--- config.mk ---
export PLATFORM = sky130hd
export DESIGN_NAME = hf14a_reader_seq
export DESIGN_NICKNAME = d
export VERILOG_FILES = /design/src/rtl/hf14a_reader_seq.sv
export SDC_FILE = /design/constraint.sdc
export NUM_CORES = 1
export LEC_CHECK = 0
export BUFFER_PORTS_ARGS = -buffer_cell sky130_fd_sc_hd__buf_2
export CORE_ASPECT_RATIO = 2
export CORE_UTILIZATION = 55
export CTS_CLUSTER_DIAMETER = 80
export DETAILED_ROUTE_END_ITERATION = 8
export PLACE_DENSITY = 0.74
export SLEW_MARGIN = 5
export SYNTH_ARGS = -nofsm -noshare
export SYNTH_HDL_FRONTEND = slang
export SYNTH_SLANG_ARGS = --single-unit
--- constraint.sdc ---
create_clock -name ck_1356meg -period 3.8 [get_ports ck_1356meg]
set_clock_uncertainty 0.15 [all_clocks]
set_input_delay 0.19 -clock ck_1356meg [delete_from_list [all_inputs] [get_ports ck_1356meg]]
set_output_delay 0.19 -clock ck_1356meg [all_outputs]
set_load 0.02 [all_outputs]
--- src/rtl/hf14a_reader_seq.sv ---
// hf14a_reader_seq: ISO14443-A reader frame sequencer, Modified Miller pause timing plus listen-window supervision; define HF14A_CRC_EN to append CRC_A
module hf14a_reader_seq #(
  parameter int PAUSE_LEN    = 32,
  parameter int IDLE_STROBES = 16,
  parameter int TIMEOUT_CYC  = 8192
) (
  input  logic       ck_1356meg,
  input  logic       rst,
  input  logic [7:0] tx_data,
  input  logic       tx_valid,
  input  logic       tx_last,
  input  logic       tx_short,
  output logic       tx_ready,
  input  logic       rx_strobe,
  input  logic       rx_bit,
  output logic       mod_pause,
  output logic [2:0] mod_type,
  output logic       busy,
  output logic       done,
  output logic       rx_ok,
  output logic       timeout,
  output logic       tx_underrun
);
  typedef enum logic [2:0] {
    S_IDLE, S_SOF, S_DATA, S_PAR,
`ifdef HF14A_CRC_EN
    S_CRC,
`endif
    S_EOF0, S_EOF1, S_LISTEN
  } state_t;

  localparam logic [7:0]  Z_END    = 8'(PAUSE_LEN);
  localparam logic [7:0]  X_END    = 8'(64 + PAUSE_LEN);
  localparam logic [7:0]  ZC_LAST  = 8'(IDLE_STROBES - 1);
  localparam logic [19:0] CNT_LAST = 20'(TIMEOUT_CYC - 1);

  state_t      state_q, state_d;
  logic [6:0]  bc_q, bc_d;
  logic [7:0]  hold_q, hold_d;
  logic        hold_full_q, hold_full_d;
  logic        hold_last_q, hold_last_d;
  logic        hold_short_q, hold_short_d;
  logic        lock_q, lock_d;
  logic [7:0]  sh_q, sh_d;
  logic [2:0]  bit_cnt_q, bit_cnt_d;
  logic        par_q, par_d;
  logic        last_q, last_d;
  logic        frm_short_q, frm_short_d;
  logic        prev_q, prev_d;
  logic [19:0] cnt_q, cnt_d;
  logic [7:0]  zc_q, zc_d;
  logic        seen_q, seen_d;
`ifdef HF14A_CRC_EN
  logic [15:0] crc_q, crc_d;
  logic        in_crc_q, in_crc_d;
  logic        crc_hi_q, crc_hi_d;
`endif
  logic        acc, load, shifting, cur, tx_act, x_win, z_win;

`ifdef HF14A_CRC_EN
  assign shifting = state_q == S_DATA || state_q == S_CRC;
`else
  assign shifting = state_q == S_DATA;
`endif
  assign acc      = tx_valid && tx_ready;
  assign tx_ready = !hold_full_q && !lock_q;
  assign busy     = state_q != S_IDLE;
  assign mod_type = state_q == S_LISTEN ? 3'b011 : 3'b100;
  assign done     = rx_ok || timeout;
  assign cur      = state_q == S_PAR ? par_q : shifting ? sh_q[0] : 1'b0;
  assign tx_act   = busy && state_q != S_EOF1 && state_q != S_LISTEN;
  assign x_win    = {1'b0, bc_q} >= 8'd64 && {1'b0, bc_q} < X_END;
  assign z_win    = {1'b0, bc_q} < Z_END;
  assign mod_pause = tx_act && (cur ? x_win : (!prev_q && z_win));

  // State, bit timing, byte path and listen bookkeeping registers
  always_ff @(negedge ck_1356meg or posedge rst) begin
    if (rst) begin
      state_q      <= S_IDLE;
      bc_q         <= '0;
      hold_q       <= '0;
      hold_full_q  <= 1'b0;
      hold_last_q  <= 1'b0;
      hold_short_q <= 1'b0;
      lock_q       <= 1'b0;
      sh_q         <= '0;
      bit_cnt_q    <= '0;
      par_q        <= 1'b0;
      last_q       <= 1'b0;
      frm_short_q  <= 1'b0;
      prev_q       <= 1'b0;
      cnt_q        <= '0;
      zc_q         <= '0;
      seen_q       <= 1'b0;
`ifdef HF14A_CRC_EN
      crc_q        <= 16'h6363;
      in_crc_q     <= 1'b0;
      crc_hi_q     <= 1'b0;
`endif
    end else begin
      state_q      <= state_d;
      bc_q         <= bc_d;
      hold_q       <= hold_d;
      hold_full_q  <= hold_full_d;
      hold_last_q  <= hold_last_d;
      hold_short_q <= hold_short_d;
      lock_q       <= lock_d;
      sh_q         <= sh_d;
      bit_cnt_q    <= bit_cnt_d;
      par_q        <= par_d;
      last_q       <= last_d;
      frm_short_q  <= frm_short_d;
      prev_q       <= prev_d;
      cnt_q        <= cnt_d;
      zc_q         <= zc_d;
      seen_q       <= seen_d;
`ifdef HF14A_CRC_EN
      crc_q        <= crc_d;
      in_crc_q     <= in_crc_d;
      crc_hi_q     <= crc_hi_d;
`endif
    end
  end

  // Next state: byte intake, per-bit sequencing at period end, listen window outcome
  always_comb begin
    state_d      = state_q;
    bc_d         = bc_q;
    hold_d       = hold_q;
    hold_full_d  = hold_full_q;
    hold_last_d  = hold_last_q;
    hold_short_d = hold_short_q;
    lock_d       = lock_q;
    sh_d         = sh_q;
    bit_cnt_d    = bit_cnt_q;
    par_d        = par_q;
    last_d       = last_q;
    frm_short_d  = frm_short_q;
    prev_d       = prev_q;
    cnt_d        = cnt_q;
    zc_d         = zc_q;
    seen_d       = seen_q;
`ifdef HF14A_CRC_EN
    crc_d        = crc_q;
    in_crc_d     = in_crc_q;
    crc_hi_d     = crc_hi_q;
`endif
    load         = 1'b0;
    rx_ok        = 1'b0;
    timeout      = 1'b0;
    tx_underrun  = 1'b0;
    if (acc) begin
      hold_d       = tx_data;
      hold_full_d  = 1'b1;
      hold_last_d  = tx_last;
      hold_short_d = tx_last && tx_short;
      lock_d       = tx_last;
    end
    case (state_q)
      S_IDLE: if (acc) begin
        state_d = S_SOF;
        bc_d    = '0;
        prev_d  = 1'b0;
`ifdef HF14A_CRC_EN
        crc_d    = 16'h6363;
        in_crc_d = 1'b0;
        crc_hi_d = 1'b0;
`endif
      end
      S_LISTEN: begin
        cnt_d = cnt_q + 20'd1;
        if (rx_strobe) begin
          seen_d = seen_q || rx_bit;
          zc_d   = rx_bit ? 8'd0 : zc_q + 8'd1;
        end
        rx_ok   = seen_q && rx_strobe && !rx_bit && zc_q == ZC_LAST;
        timeout = !seen_q && cnt_q == CNT_LAST;
        if (rx_ok || timeout) begin
          state_d = S_IDLE;
          lock_d  = 1'b0;
        end
      end
      default: begin
        bc_d = bc_q + 7'd1;
        if (bc_q == 7'd127) begin
          prev_d = cur;
          case (state_q)
            S_SOF: begin
              load    = 1'b1;
              state_d = S_DATA;
            end
            S_PAR: begin
`ifdef HF14A_CRC_EN
              if (in_crc_q && crc_hi_q) state_d = S_EOF0;
              else if (in_crc_q || last_q) begin
                sh_d      = in_crc_q ? crc_q[15:8] : crc_q[7:0];
                par_d     = ~^sh_d;
                bit_cnt_d = '0;
                crc_hi_d  = in_crc_q;
                in_crc_d  = 1'b1;
                state_d   = S_CRC;
              end else
`else
              if (last_q) state_d = S_EOF0;
              else
`endif
              if (hold_full_q) begin
                load    = 1'b1;
                state_d = S_DATA;
              end else begin
                tx_underrun = 1'b1;
                lock_d      = 1'b1;
                state_d     = S_EOF0;
              end
            end
            S_EOF0: state_d = S_EOF1;
            S_EOF1: begin
              state_d = S_LISTEN;
              cnt_d   = '0;
              zc_d    = '0;
              seen_d  = 1'b0;
            end
            default: begin
`ifdef HF14A_CRC_EN
              if (state_q == S_DATA) crc_d = {1'b0, crc_q[15:1]} ^ ((crc_q[0] ^ sh_q[0]) ? 16'h8408 : 16'h0000);
`endif
              if (bit_cnt_q == (frm_short_q ? 3'd6 : 3'd7)) state_d = frm_short_q ? S_EOF0 : S_PAR;
              else begin
                sh_d      = sh_q >> 1;
                bit_cnt_d = bit_cnt_q + 3'd1;
              end
            end
          endcase
        end
      end
    endcase
    if (load) begin
      sh_d        = hold_q;
      par_d       = ~^hold_q;
      bit_cnt_d   = '0;
      last_d      = hold_last_q;
      frm_short_d = hold_short_q;
      hold_full_d = 1'b0;
    end
  end
endmodule

==> impl_metrics.py <==
metrics = {
    "yosys": {
        "yosysWarnings": 0,
        "synthCells": 371,
        "ys.flop_type": "dfrtn_1",
        "synth_enable_flop_cells": 0,
        "synth.distinct_cells": 61,
        "synth_nets": 390,
        "synth-seq-area-share_pct": 45.5,
        "synth_seq_cells": 66,
        "netlist_area_um2": 3630,
        "synth.avg_cell_area_um2": 9.79,
        "async_flop_share_pct": 100,
    },
    "clocking": {
        "cts.sinks": 66,
        "cts_hold_buf": 0,
        "root_buffer": "clkbuf_16",
        "cts_buffer_depth": 2,
        "path_clk_slew_ns": 0.04,
        "cts-buffers-inserted": 9,
        "tritoncts": "built",
        "h-tree-depth": 3,
        "clkLatencyLatePin_ns": 0.34,
    },
    "critical_path": {
        "start_kind": "register",
        "cp_slowest_cell": "dfrtn_1",
        "cp_num_buf_inv": 1,
        "crit_family": "simple AND/OR/NAND/NOR gates",
        "crit_fanout": 2,
        "required_ns": 3.46,
        "end_kind": "primary output",
        "crit_arrival_ns": 3.85,
        "cp_cell_sequence": "mux2_4 -> and3_4 -> or3_4 -> a211oi_4 -> buf_6",
        "path_class": "register to primary output",
        "max_stage_delay_ns": 0.43,
    },
    "grt": {
        "track_usage_pct": 27.9,
        "grt_pass1_wl_um": 14200,
        "antenna_found_initial": 0,
        "grt-ovfl-total": 0,
        "grt_start_max_net_pins": 46,
        "grt_pass1_vias": 3168,
    },
    "sta": {
        "setup_slack_ns": -0.386,
        "slew_violations": 0,
        "fin_setup_tns_ns": -1.37,
        "slew_headroom_pct": 31.9,
        "rsz0062_at_grt": "true",
        "setup_viol": 5,
        "finalHoldViolCount": 0,
        "tightestPinTransition_ns": 1.02,
    },
    "place": {
        "placed_area_um2": 4010,
        "place_ws_ns": -0.0399,
        "dp_cells": 492,
        "port_buffers": 24,
        "hpwl_um": 5840,
        "finalWeightedCongestion": 0.829,
    },
    "floorplan": {
        "die_w_um": 59.5,
        "rows": 41,
        "core_um2": 6360,
        "die_h_um": 117,
        "ioPinCount": 25,
        "start_util_pct": 57.1,
        "dieArea_um2": 6950,
    },
    "detailed_routing": {
        "drt_iter0_markers": 231,
        "drc": 0,
        "vias": 3015,
        "wl_um": 8880,
        "wl_met2_um": 5000,
        "dr_wl_met3_um": 223,
        "wl_met1_um": 3210,
        "final_antenna_net_count": 0,
        "wire_per_inst_um": 16.7,
        "vias_per_cell": 5.67,
        "routed.top_layer": "met4",
        "drt_first_pass_iters": 4,
    },
    "job": {
        "drv_cap": 0,
    },
    "run_status": {
        "failed_checks": "negative setup slack",
        "status": "finished with violations",
    },
    "power_and_ir_drop": {
        "leakage_nw": 2.14,
        "peakVddDrop_mv": 0.443,
        "powerDensity_nw_per_um2": 515,
    },
    "layout": {
        "diodes": 0,
        "final_cell_mix": "66 x dfrtn_1, 51 x buf_4, 37 x nand2_1",
        "finalNetCount": 464,
        "final_common_cell": "dfrtn_1",
        "drive_gt1_share_pct": 30.9,
        "syn2layout_area_growth_pct": 27.9,
        "final_cell_area_um2": 4650,
        "layoutNonFillerInstCount": 532,
        "fillers": 487,
    },
    "worst_hold_path": {
        "hold_class": "register to register",
    },
}
## routing by layer
metal | track usage [%] | vias to the layer above
li1 | - | 1456
met1 | 26.5 | 1463
met2 | 51.1 | 60
met3 | 5.27 | 36
met4 | 20.0 | 0
met5 | 0 | -
## cell type report
class | instances | area [µm²] | share of cell area, %
inverter | 15 | 58.8 | 1.27
sequential | 66 | 1650 | 35.6
clock inverter | 1 | 30.0 | 0.646
timing repair buffer | 80 | 637 | 13.7
multi-input combinational | 273 | 1930 | 41.5
clock buffer | 11 | 233 | 5.01
tap | 86 | 108 | 2.32
## power breakdown
part	switching, mW	total [mW]	internal, mW
clock	0.274	0.766	0.492
combinational	0.325	0.695	0.370
sequential	0.113	0.932	0.818
total	0.713	2.39	1.68
## state kept, by name (all words and copies together), names as in the netlist, 3 cells and up
signal,cells
hold_q,8
state_q,3
bc_q,7
zc_q,8
bit_cnt_q,3
sh_q,8
cnt_q,20
## path summary, 6_finish.rpt
check	startpoint	to	slack, ns	depth (start not counted)
max in group asynchronous	rst	bc_q[4]	1.34	3
min in group asynchronous	rst	zc_q[4]	1.51	2
hold reg to reg	sh_q[5]	sh_q[5]	0.28	2
setup / recovery	state_q[0]	mod_pause	-0.39	5
hold / removal	sh_q[5]	sh_q[5]	0.28	2
setup reg to reg	state_q[0]	state_q[2]	1.17	12
## timing repair
action | in CTS | in global routing
setup endpoints to repair | 7 | 11
buffers inserted | 26 | 11
resized for setup | 37 | 11
pin swaps | 10 | 10
## synthesized netlist by cell type, drive strengths merged, types with 2 or more instances
cell / count / area (µm²)
a211oi: 3 / 22.5
a21o: 2 / 15.0
a21oi: 10 / 50.1
a22o: 8 / 70.1
a31oi: 5 / 31.3
and3: 9 / 56.3
and4: 4 / 35.0
buf: 9 / 67.6
clkbuf: 8 / 60.1
dfrtn: 66 / 1650
ha: 4 / 50.1
inv: 15 / 56.3
mux2: 13 / 146
mux2i: 10 / 100
nand2: 38 / 143
nand2b: 2 / 12.5
nand3: 16 / 80.1
nand4: 7 / 50.1
nand4b: 2 / 17.5
nor2: 37 / 146
nor2b: 3 / 18.8
nor3: 9 / 60.1
nor3b: 3 / 27.5
nor4: 5 / 46.3
o21a: 3 / 22.5
o21ai: 26 / 138
o21bai: 2 / 15.0
o22ai: 6 / 37.5
or3: 3 / 20.0
or4: 2 / 15.0
xnor2: 9 / 78.8
xor2: 16 / 140
## logic make-up after synthesis
| logic type | Yosys count | synth area share (%) |
|---|---|---|
| muxes | 23 | 6.79 |
| adders and majority gates | 4 | 1.38 |
| DFF | 66 | 45.5 |
| and+or+nand+nor | 148 | 22.2 |
| xor gates and xnor gates | 25 | 6.03 |
| buffers and inverters | 32 | 5.07 |
| AOI/OAI and AO/OA | 73 | 13.0 |
## worst reg2reg max path: stages (launching register included)
cell and delay, ns:
dfrtn_1 0.36, buf_4 0.14, buf_6 0.12, nand4b_1 0.25, nor4bb_4 0.37, a41oi_2 0.09, buf_4 0.18, buf_4 0.12
buf_4 0.12, buf_6 0.10, buf_6 0.12, a221oi_2 0.28, a21oi_1 0.07
## stage by stage
step                utilization [%]  total power, mW  hold WS, ns
finish                         73.0             2.39        0.281
CTS                            72.5             2.36        0.281
floorplan                         -             1.35        0.245
global route                   73.0             2.50        0.305
detailed placement             63.0             1.49        0.274
global placement               63.0             1.45        0.267
(Power assumes the default switching activity.)
